===== src/rtl/bfp_prb_unpack.sv =====
// O-RAN block-floating-point PUSCH unpacker: exponent byte + 21 packed bytes per PRB
// become 12 registered RE samples (I/Q, MSB first) with PRB/symbol framing.
module bfp_prb_unpack #(
    parameter int SHIFT_WIDTH = 4,
    parameter int DATA_WIDTH  = 7,
    parameter int RE_PER_PRB  = 12,
    parameter int PRB_NUM     = 273
) (
    input  logic                   clk,
    input  logic                   rst,
    input  logic [7:0]             i_byte,
    input  logic                   i_vld,
    input  logic                   i_sop,
    output logic [SHIFT_WIDTH-1:0] o_agc,
    output logic [DATA_WIDTH-1:0]  o_dout_i,
    output logic [DATA_WIDTH-1:0]  o_dout_q,
    output logic                   o_vld,
    output logic                   o_sop,
    output logic                   o_eop,
    output logic [8:0]             o_prb_idx,
    output logic                   o_err
);

    localparam int RE_BITS       = 2 * DATA_WIDTH;
    localparam int HOLD_W        = RE_BITS - 1;
    localparam int ACC_W         = HOLD_W + 8;
    localparam int CNT_W         = $clog2(ACC_W + 1);
    localparam int BYTES_PER_PRB = RE_PER_PRB * RE_BITS / 8;
    localparam int BYTE_W        = $clog2(BYTES_PER_PRB);
    localparam int RE_W          = $clog2(RE_PER_PRB);
    localparam int PRB_W         = 9;
    localparam logic [SHIFT_WIDTH-1:0] AGC_MAX = SHIFT_WIDTH'(9);

    typedef enum logic [1:0] {
        IDLE,
        EXP,
        DATA
    } state_t;

    state_t                 state_q, state_d;
    logic [SHIFT_WIDTH-1:0] agc_q, agc_d;
    logic [HOLD_W-1:0]      acc_q, acc_d;
    logic [CNT_W-1:0]       cnt_q, cnt_d;
    logic [BYTE_W-1:0]      byte_cnt_q, byte_cnt_d;
    logic [RE_W-1:0]        re_cnt_q, re_cnt_d;
    logic [PRB_W-1:0]       prb_q, prb_d;

    logic [SHIFT_WIDTH-1:0] out_agc_q, out_agc_d;
    logic [DATA_WIDTH-1:0]  out_i_q, out_i_d;
    logic [DATA_WIDTH-1:0]  out_q_q, out_q_d;
    logic                   out_vld_q, out_vld_d;
    logic                   out_sop_q, out_sop_d;
    logic                   out_eop_q, out_eop_d;
    logic [PRB_W-1:0]       out_prb_q, out_prb_d;
    logic                   out_err_q, out_err_d;

    logic [ACC_W-1:0]       acc_app;
    logic [CNT_W-1:0]       cnt_app;
    logic [RE_BITS-1:0]     re_bits;

    // Held bits are always LSB-aligned, so the oldest RE sits just below the occupancy mark.
    always_comb begin
        acc_app = {acc_q, i_byte};
        cnt_app = cnt_q + CNT_W'(8);
        re_bits = RE_BITS'(acc_app >> (cnt_app - CNT_W'(RE_BITS)));

        state_d    = state_q;
        agc_d      = agc_q;
        acc_d      = acc_q;
        cnt_d      = cnt_q;
        byte_cnt_d = byte_cnt_q;
        re_cnt_d   = re_cnt_q;
        prb_d      = prb_q;
        out_agc_d  = out_agc_q;
        out_i_d    = out_i_q;
        out_q_d    = out_q_q;
        out_prb_d  = out_prb_q;
        out_vld_d  = 1'b0;
        out_sop_d  = 1'b0;
        out_eop_d  = 1'b0;
        out_err_d  = 1'b0;

        if (i_vld && i_sop) begin
            // Any sop restarts the symbol; outside IDLE it also flags the truncation.
            out_err_d  = (state_q != IDLE) || (i_byte[SHIFT_WIDTH-1:0] > AGC_MAX);
            agc_d      = i_byte[SHIFT_WIDTH-1:0];
            acc_d      = '0;
            cnt_d      = '0;
            byte_cnt_d = '0;
            re_cnt_d   = '0;
            prb_d      = '0;
            state_d    = DATA;
        end else if (i_vld) begin
            case (state_q)
                EXP: begin
                    agc_d      = i_byte[SHIFT_WIDTH-1:0];
                    out_err_d  = i_byte[SHIFT_WIDTH-1:0] > AGC_MAX;
                    byte_cnt_d = '0;
                    state_d    = DATA;
                end
                DATA: begin
                    acc_d = acc_app[HOLD_W-1:0];
                    cnt_d = cnt_app;
                    if (cnt_app >= CNT_W'(RE_BITS)) begin
                        cnt_d     = cnt_app - CNT_W'(RE_BITS);
                        out_vld_d = 1'b1;
                        out_i_d   = re_bits[RE_BITS-1:DATA_WIDTH];
                        out_q_d   = re_bits[DATA_WIDTH-1:0];
                        out_agc_d = agc_q;
                        out_prb_d = prb_q;
                        out_sop_d = (re_cnt_q == '0) && (prb_q == '0);
                        out_eop_d = (re_cnt_q == RE_W'(RE_PER_PRB - 1)) &&
                                    (prb_q == PRB_W'(PRB_NUM - 1));
                        re_cnt_d  = (re_cnt_q == RE_W'(RE_PER_PRB - 1)) ? '0 : re_cnt_q + 1'b1;
                    end
                    if (byte_cnt_q == BYTE_W'(BYTES_PER_PRB - 1)) begin
                        out_err_d  = (cnt_d != '0);
                        acc_d      = '0;
                        cnt_d      = '0;
                        byte_cnt_d = '0;
                        re_cnt_d   = '0;
                        if (prb_q == PRB_W'(PRB_NUM - 1)) begin
                            prb_d   = '0;
                            state_d = IDLE;
                        end else begin
                            prb_d   = prb_q + 1'b1;
                            state_d = EXP;
                        end
                    end else begin
                        byte_cnt_d = byte_cnt_q + 1'b1;
                    end
                end
                default: ;
            endcase
        end
    end

    always_ff @(posedge clk or posedge rst) begin
        if (rst) begin
            state_q    <= IDLE;
            agc_q      <= '0;
            acc_q      <= '0;
            cnt_q      <= '0;
            byte_cnt_q <= '0;
            re_cnt_q   <= '0;
            prb_q      <= '0;
            out_agc_q  <= '0;
            out_i_q    <= '0;
            out_q_q    <= '0;
            out_vld_q  <= 1'b0;
            out_sop_q  <= 1'b0;
            out_eop_q  <= 1'b0;
            out_prb_q  <= '0;
            out_err_q  <= 1'b0;
        end else begin
            state_q    <= state_d;
            agc_q      <= agc_d;
            acc_q      <= acc_d;
            cnt_q      <= cnt_d;
            byte_cnt_q <= byte_cnt_d;
            re_cnt_q   <= re_cnt_d;
            prb_q      <= prb_d;
            out_agc_q  <= out_agc_d;
            out_i_q    <= out_i_d;
            out_q_q    <= out_q_d;
            out_vld_q  <= out_vld_d;
            out_sop_q  <= out_sop_d;
            out_eop_q  <= out_eop_d;
            out_prb_q  <= out_prb_d;
            out_err_q  <= out_err_d;
        end
    end

    assign o_agc     = out_agc_q;
    assign o_dout_i  = out_i_q;
    assign o_dout_q  = out_q_q;
    assign o_vld     = out_vld_q;
    assign o_sop     = out_sop_q;
    assign o_eop     = out_eop_q;
    assign o_prb_idx = out_prb_q;
    assign o_err     = out_err_q;

endmodule


===== config.mk =====
export PLATFORM = sky130hd
export DESIGN_NAME = bfp_prb_unpack
export DESIGN_NICKNAME = d
export VERILOG_FILES = /design/src/rtl/bfp_prb_unpack.sv
export SDC_FILE = /design/constraint.sdc
export NUM_CORES = 1
export LEC_CHECK = 0
export CAP_MARGIN = 5
export CORE_ASPECT_RATIO = 1.1
export CORE_MARGIN = 2
export CORE_UTILIZATION = 45
export CTS_CLUSTER_DIAMETER = 60
export CTS_CLUSTER_SIZE = 24
export DETAILED_ROUTE_END_ITERATION = 6
export GPL_ROUTABILITY_DRIVEN = 0
export GPL_TIMING_DRIVEN = 0
export PLACE_DENSITY = 0.64
export SLEW_MARGIN = 30
export SYNTH_ARGS = -nofsm -noshare
export SYNTH_HDL_FRONTEND = slang
export SYNTH_SLANG_ARGS = --single-unit

===== constraint.sdc =====
create_clock -name clk -period 2.5 [get_ports clk]
set_input_delay 0.5 -clock clk [delete_from_list [all_inputs] [get_ports clk]]
set_output_delay 0.5 -clock clk [all_outputs]
set_load 0.02 [all_outputs]

=== Yosys cells after proc, flatten, opt, wreduce, memory -nomap -nowiden ===
Cells that the tools add are included.

* Mux-type cells: 51
* Order comparisons: 2
* Reduce and logical (&&, ||, !) cells: 21
* Equality and inequality tests: 6
* Shift operators: 1
* Add/subtract/negate cells: 5
* Bitwise gates (word level): 1

{| class="wikitable"
|+ Operator list
! cell !! number
|-
| 2-to-1 mux 5 bit || 11
|-
| 2-to-1 mux 13 bit || 4
|-
| 2-to-1 mux 9 bit || 5
|-
| 2-to-1 mux 4 bit || 9
|-
| right shift 21 x 5 -> 14 bit || 1
|-
| 2-to-1 mux 1 bit || 16
|-
| case mux 5 bit (2 select lines) || 1
|-
| nonzero test 2 bit || 5
|-
| adder 9 x 1 -> 9 bit, second input constant || 1
|-
| equality test 9 bit, second input constant || 1
|-
| zero test 9 bit || 1
|-
| AND reduction 3 bit || 3
|-
| 2-to-1 mux 2 bit || 3
|-
| AND reduction 2 bit || 3
|-
| nonzero test 3 bit || 2
|-
| adder 5 x 1 -> 5 bit, second input constant || 1
|-
| adder 5 x 4 -> 5 bit, second input constant || 1
|-
| equality test 5 bit, second input constant || 1
|-
| >= comparator 5 x 4 -> 1 bit, second input constant || 1
|-
| nonzero test 5 bit || 1
|-
| subtractor 5 x 4 -> 5 bit, second input constant || 1
|-
| adder 4 x 1 -> 4 bit, second input constant || 1
|-
| equality test 4 bit, second input constant || 1
|-
| > comparator 4 bit, second input constant || 1
|-
| other kinds (10) || 12
|}

* Word-level logic and storage cells: 102
* Output and inout bits: 31
* Input bits: 12
* Register bits after elaboration: 73

=== Logic depth before layout (Yosys ltp) ===
* Word-level depth: 11
* Mapped depth: 10
* Gate-level depth less buffers: 7

=== Least setup slack after synthesis ===
No wires, ideal clock.

* Kind: flip-flop to flip-flop
* Start: register cnt_q[3]
* End: register out_q_q[1], in the netlist o_dout_q[1]
* Slack: 458 ps
* Library setup time: 128 ps
* Clock period less this slack: 2042 ps
* Data required time: 2372 ps
* Stages on the path, launching flop included: 10
* Arrival time: 1914 ps
* Cells stage by stage: dfrtp_1 inv_1 ha_1 clkbuf_1 a21oi_1 a21bo_2 buf_6 buf_2 a22oi_1 o21ai_1

* Longest elaborated chain between the ends: 3

{| class="wikitable"
|+ RTL lines
! element !! RTL line !! source
|-
| from (decl) || 43 || <nowiki>logic [CNT_W-1:0] cnt_q, cnt_d;</nowiki>
|-
| from (signal assigned) || 159 || <nowiki>cnt_q <= cnt_d;</nowiki>
|-
| adder 5 x 4 -> 5 bit (*) || 64 || <nowiki>cnt_app = cnt_q + CNT_W'(8);</nowiki>
|-
| subtractor 5 x 4 -> 5 bit / >= comparator 5 x 4 -> 1 bit (equally long branches) || 65, 104 ||
|-
| right shift 21 x 5 -> 14 bit / AND reduction 4 bit (equally long branches) || - ||
|-
| to (signal assigned) || 165 || <nowiki>out_q_q <= out_q_d;</nowiki>
|-
| to (decl) || 50 || <nowiki>logic [DATA_WIDTH-1:0] out_q_q, out_q_d;</nowiki>
|}

Mark *: on every way between the ends. The rest lies on a longest branch, timed or not.
A chain may end at the register's enable or synchronous reset.

=== Final worst setup path ===
* Start: register cnt_q[3]
* End: register out_i_q[5], in the netlist o_dout_i[5]

* Longest elaborated chain between the ends: 3

{| class="wikitable"
|+ RTL lines
! element !! RTL line !! source
|-
| adder 5 x 4 -> 5 bit (*) || 64 ||
|-
| subtractor 5 x 4 -> 5 bit / >= comparator 5 x 4 -> 1 bit (equally long branches) || 65, 104 ||
|-
| right shift 21 x 5 -> 14 bit / AND reduction 4 bit (equally long branches) || - ||
|-
| to (signal assigned) || 164 || <nowiki>out_i_q <= out_i_d;</nowiki>
|-
| to (decl) || 49 || <nowiki>logic [DATA_WIDTH-1:0] out_i_q, out_i_d;</nowiki>
|}

Marked as above.

==> results.toml <==
[routing]
drc = 0
antenna_left = 0
drtIter0Drc = 215
avgViaCountPerCell = 5.428
drt-total-wl_um = 8938
drtPass1Iterations = 4
vias = 3197
wl_per_cell_um = 15.17

[die]
core_um2 = 8452
chipWidth_um = 93.11
die_area_um2 = 9498
die_h_um = 102.0
io_pins = 43
initial_core_util = 0.4650
fp-row-count = 35

[clocking]
clk_latency_ps = 340
htreeDepth = 3
cts_root_buffer = "clkbuf_8"
cts_setup_buffers = 0
cts_max_path_buffers = 2
cts_buffers = 9
clkTransAtPathRegs_ps = 80
cts_tree = "built"
hold_buffers = 0
clock-sinks = 72

[sta]
hold_ws_ps = 459.0
finalWorstSetupSlack_ps = 187.4
period_share = 0.9250
fin_worst_skew_ps = 8.543
max_slew_margin = 0.4797
maxSlewViolCount = 0
rsz0062_at_grt = "false"
fmax_ghz = 0.4324
tightest_slew_ps = 772.3
hold_violations = 0
finalSetupViolCount = 0
fin_crit_ps = 2313

[yosys]
synth_edf_count = 0
dominantRegCellSynth = "dfrtp_1"
synth_cells = 420
synthMuxAreaShare = 0.1073
synth_top_cell_area_share = 0.4585
synth.area.top_cells = "dfrtp_1 46%, nand2_1 9.2%, o21ai_0 6.0%, mux2_2 3.7%, mux2i_1 3.6%"
synth_xor_xnor_area_share = 0.03598
synth_compound_area_frac = 0.1385
synth_top_family_by_area = "simple AND/OR/NAND/NOR gates"
yosysWarnings = 0
synth_seq_area_share = 0.4585
yosysUniqueCellTypes = 50
synthSimpleGateAreaFrac = 0.1789
syn_area_um2 = 3930
synthArstFlopShare = 1.000
synth_nets = 443
synth_fa_ha_area_frac = 0.03502
synth.avg_cell_area_um2 = 9.357
synth_area_leader_cell = "dfrtp_1"
synth-seq-cells = 72

[critical_path]
path_cells = "inv_1 -> ha_1 -> clkbuf_1 -> a21oi_1 -> a21bo_2 -> buf_6 -> inv_2 -> nand2_1 -> o21ai_0"
worst_path_max_delay_cell = "dfrtp_1"
arrival_ps = 2560
path_class = "flop to flop"
r2r_cells = 9
setup.worst_path.start_class = "flop"
crit_required_ps = 2750
r2r-end = "o_dout_i[5]"
setup.worst_path.start = "cnt_q[3]"
rrSetupSlack_ps = 190
r2r-start = "cnt_q[3]"
crit_fanout = 7
cp_slowest_stage_delay_ps = 530
critPathCaptureType = "flop"

[pwr]
power_mw = 4.504
power_density_nw_per_um2 = 963.0
ir_drop_v = 0.0003731
p_leak_nw = 2.086

[global_route]
gr-usage-all-layers = 0.2047
gr-total-overflow = 0
grt_pass1_wl_um = 15210
antenna_found_initial = 0
grt_pass1_vias = 3102
grt_max_degree = 51

[finish]
synthToLayoutAreaGrowth_pct = 19.01
drive_gt1_frac = 0.1318
final_cells = 589
n_fill_cell = 778
fin_nets = 496
insertedDiodeCount = 0
multi_input_area_um2 = 1951
seqCellArea_um2 = 1802

[placed_design]
dp_hpwl_um = 6691
dp_slack_ps = 146.1
port_buffers = 41
placedCellCount = 573

[job]
cap_violations = 0

[status]
run_status = "finished, final reports clean"

[min_path]
hold_class = "input port to asynchronous set/reset pin"
-- cell type report --
type,instances,area share
plain buffers,24,0.02675
clock buffers,10,0.02729
clock inverters,6,0.007758
inverters,15,0.01257
multi-input cells,309,0.4171
flip-flops and latches,72,0.3852
well taps,111,0.02969
repair buffers,42,0.09363
-- Yosys cell counts (2+ instances only) --
cell type,number
a31oi_1,4
nor2b_1,2
o31ai_1,2
xnor2_1,3
nand4b_1,2
a21oi_2,2
nor3_1,4
nand4_1,9
mux2_2,13
o21ai_1,4
buf_4,2
a22oi_1,3
a22o_1,4
nand3_1,10
mux4_2,6
mux2i_1,14
a21oi_1,13
o21ai_0,47
inv_1,14
buf_2,15
nor4_1,4
nor2_1,22
nand3b_1,2
xor2_1,10
nand2_1,96
a211oi_1,3
clkbuf_1,6
dfrtp_1,72
ha_1,11
-- worst max-delay path: cells and delay by family, from the launching register on --
| kind | cells | cell delay [ps] |
|---|---|---|
| buf+inv | 4 | 650 |
| compound gates | 3 | 600 |
| flops | 1 | 530 |
| fa+ha+maj | 1 | 290 |
| simple gates | 1 | 170 |
-- timing repair --
action | 4_1_cts | 5_1_grt
setup endpoints to repair | 0 | 13
endpoints found under the hold margin | 0 | 0
gates resized for setup | 0 | 3
-- registers in the layout (all words and copies together) (netlist names), 5 cells and up --
register    count
acc_q          13
o_prb_idx       9
prb_q           9
o_dout_i        7
o_dout_q        7
byte_cnt_q      5
-- logic make-up (layout without fill, tap and decap cells) --
logic type                 count (synthesis)  after routing
and+or+nand+nor                          159            159
xor gates and xnor gates                  14             14
adders and majority gates                 11             11
DFF                                       72             72
buffers and inverters                     39             97
AOI/OAI and AO/OA                         92             92
muxes                                     33             33
-- cell usage in the layout (no fill, tap or decap), types with 2 or more instances in the layout --
cell	netlist	layout
nand3_1	10	10
buf_2	15	15
clkbuf_1	6	6
nor2b_1	2	2
inv_1	14	13
a31oi_1	4	4
nor2_1	22	21
o21ai_1	4	4
a211oi_1	3	3
nor4_1	4	4
clkinv_2	0	4
mux4_2	6	6
nand2_1	96	96
ha_1	11	11
o31ai_1	2	2
o21ai_0	47	47
a22oi_1	3	3
nand3b_1	2	2
xnor2_1	3	3
a21oi_2	2	2
mux2i_1	14	14
clkbuf_8	0	9
dfrtp_1	72	72
a21oi_1	13	13
a22o_1	4	4
mux2_2	13	13
buf_4	2	2
nand4b_1	2	2
nor3_1	4	4
nand4_1	9	9
xor2_1	10	10
clkdlybuf4s50_1	0	41
-- how the worst max path moves through the flow --
stage	to	slack (ps)	cells past startpoint
final	o_dout_i[5]	190	9
after global routing	o_dout_i[1]	10	9
after CTS	o_prb_idx[6]	120	9
after detailed placement	o_prb_idx[6]	150	9
after global placement	acc_q[5]	-1020	2
after floorplan	acc_q[0]	180	1
-- report_power, final --
group          switching [mW]  internal [mW]  leakage [nW]
registers               0.179           1.40         0.947
clock network           0.423          0.355        0.0858
logic                    1.19          0.953          1.05
-- layer usage --
metal | wire, um | vias up | global-route usage
met1 | 4098 | 1527 | 0.2739
met5 | 0 | - | 0
li1 | - | 1578 | -
met3 | 266 | 22 | 0.04056
met4 | 273 | 0 | 0.08937
met2 | 4298 | 70 | 0.3266
-- per-stage QoR --
stage | cell area, um2 | setup TNS, ps | util
3_5_place_dp | 4509 | 0 | 0.5335
3_3_place_gp | 4479 | -72960 | 0.5300
6_report | 4677 | 0 | 0.5534
5_1_grt | 4677 | 0 | 0.5534
2_1_floorplan | 3930 | 0 | -
4_1_cts | 4673 | 0 | 0.5529
Power figures use the tool's default switching activity.
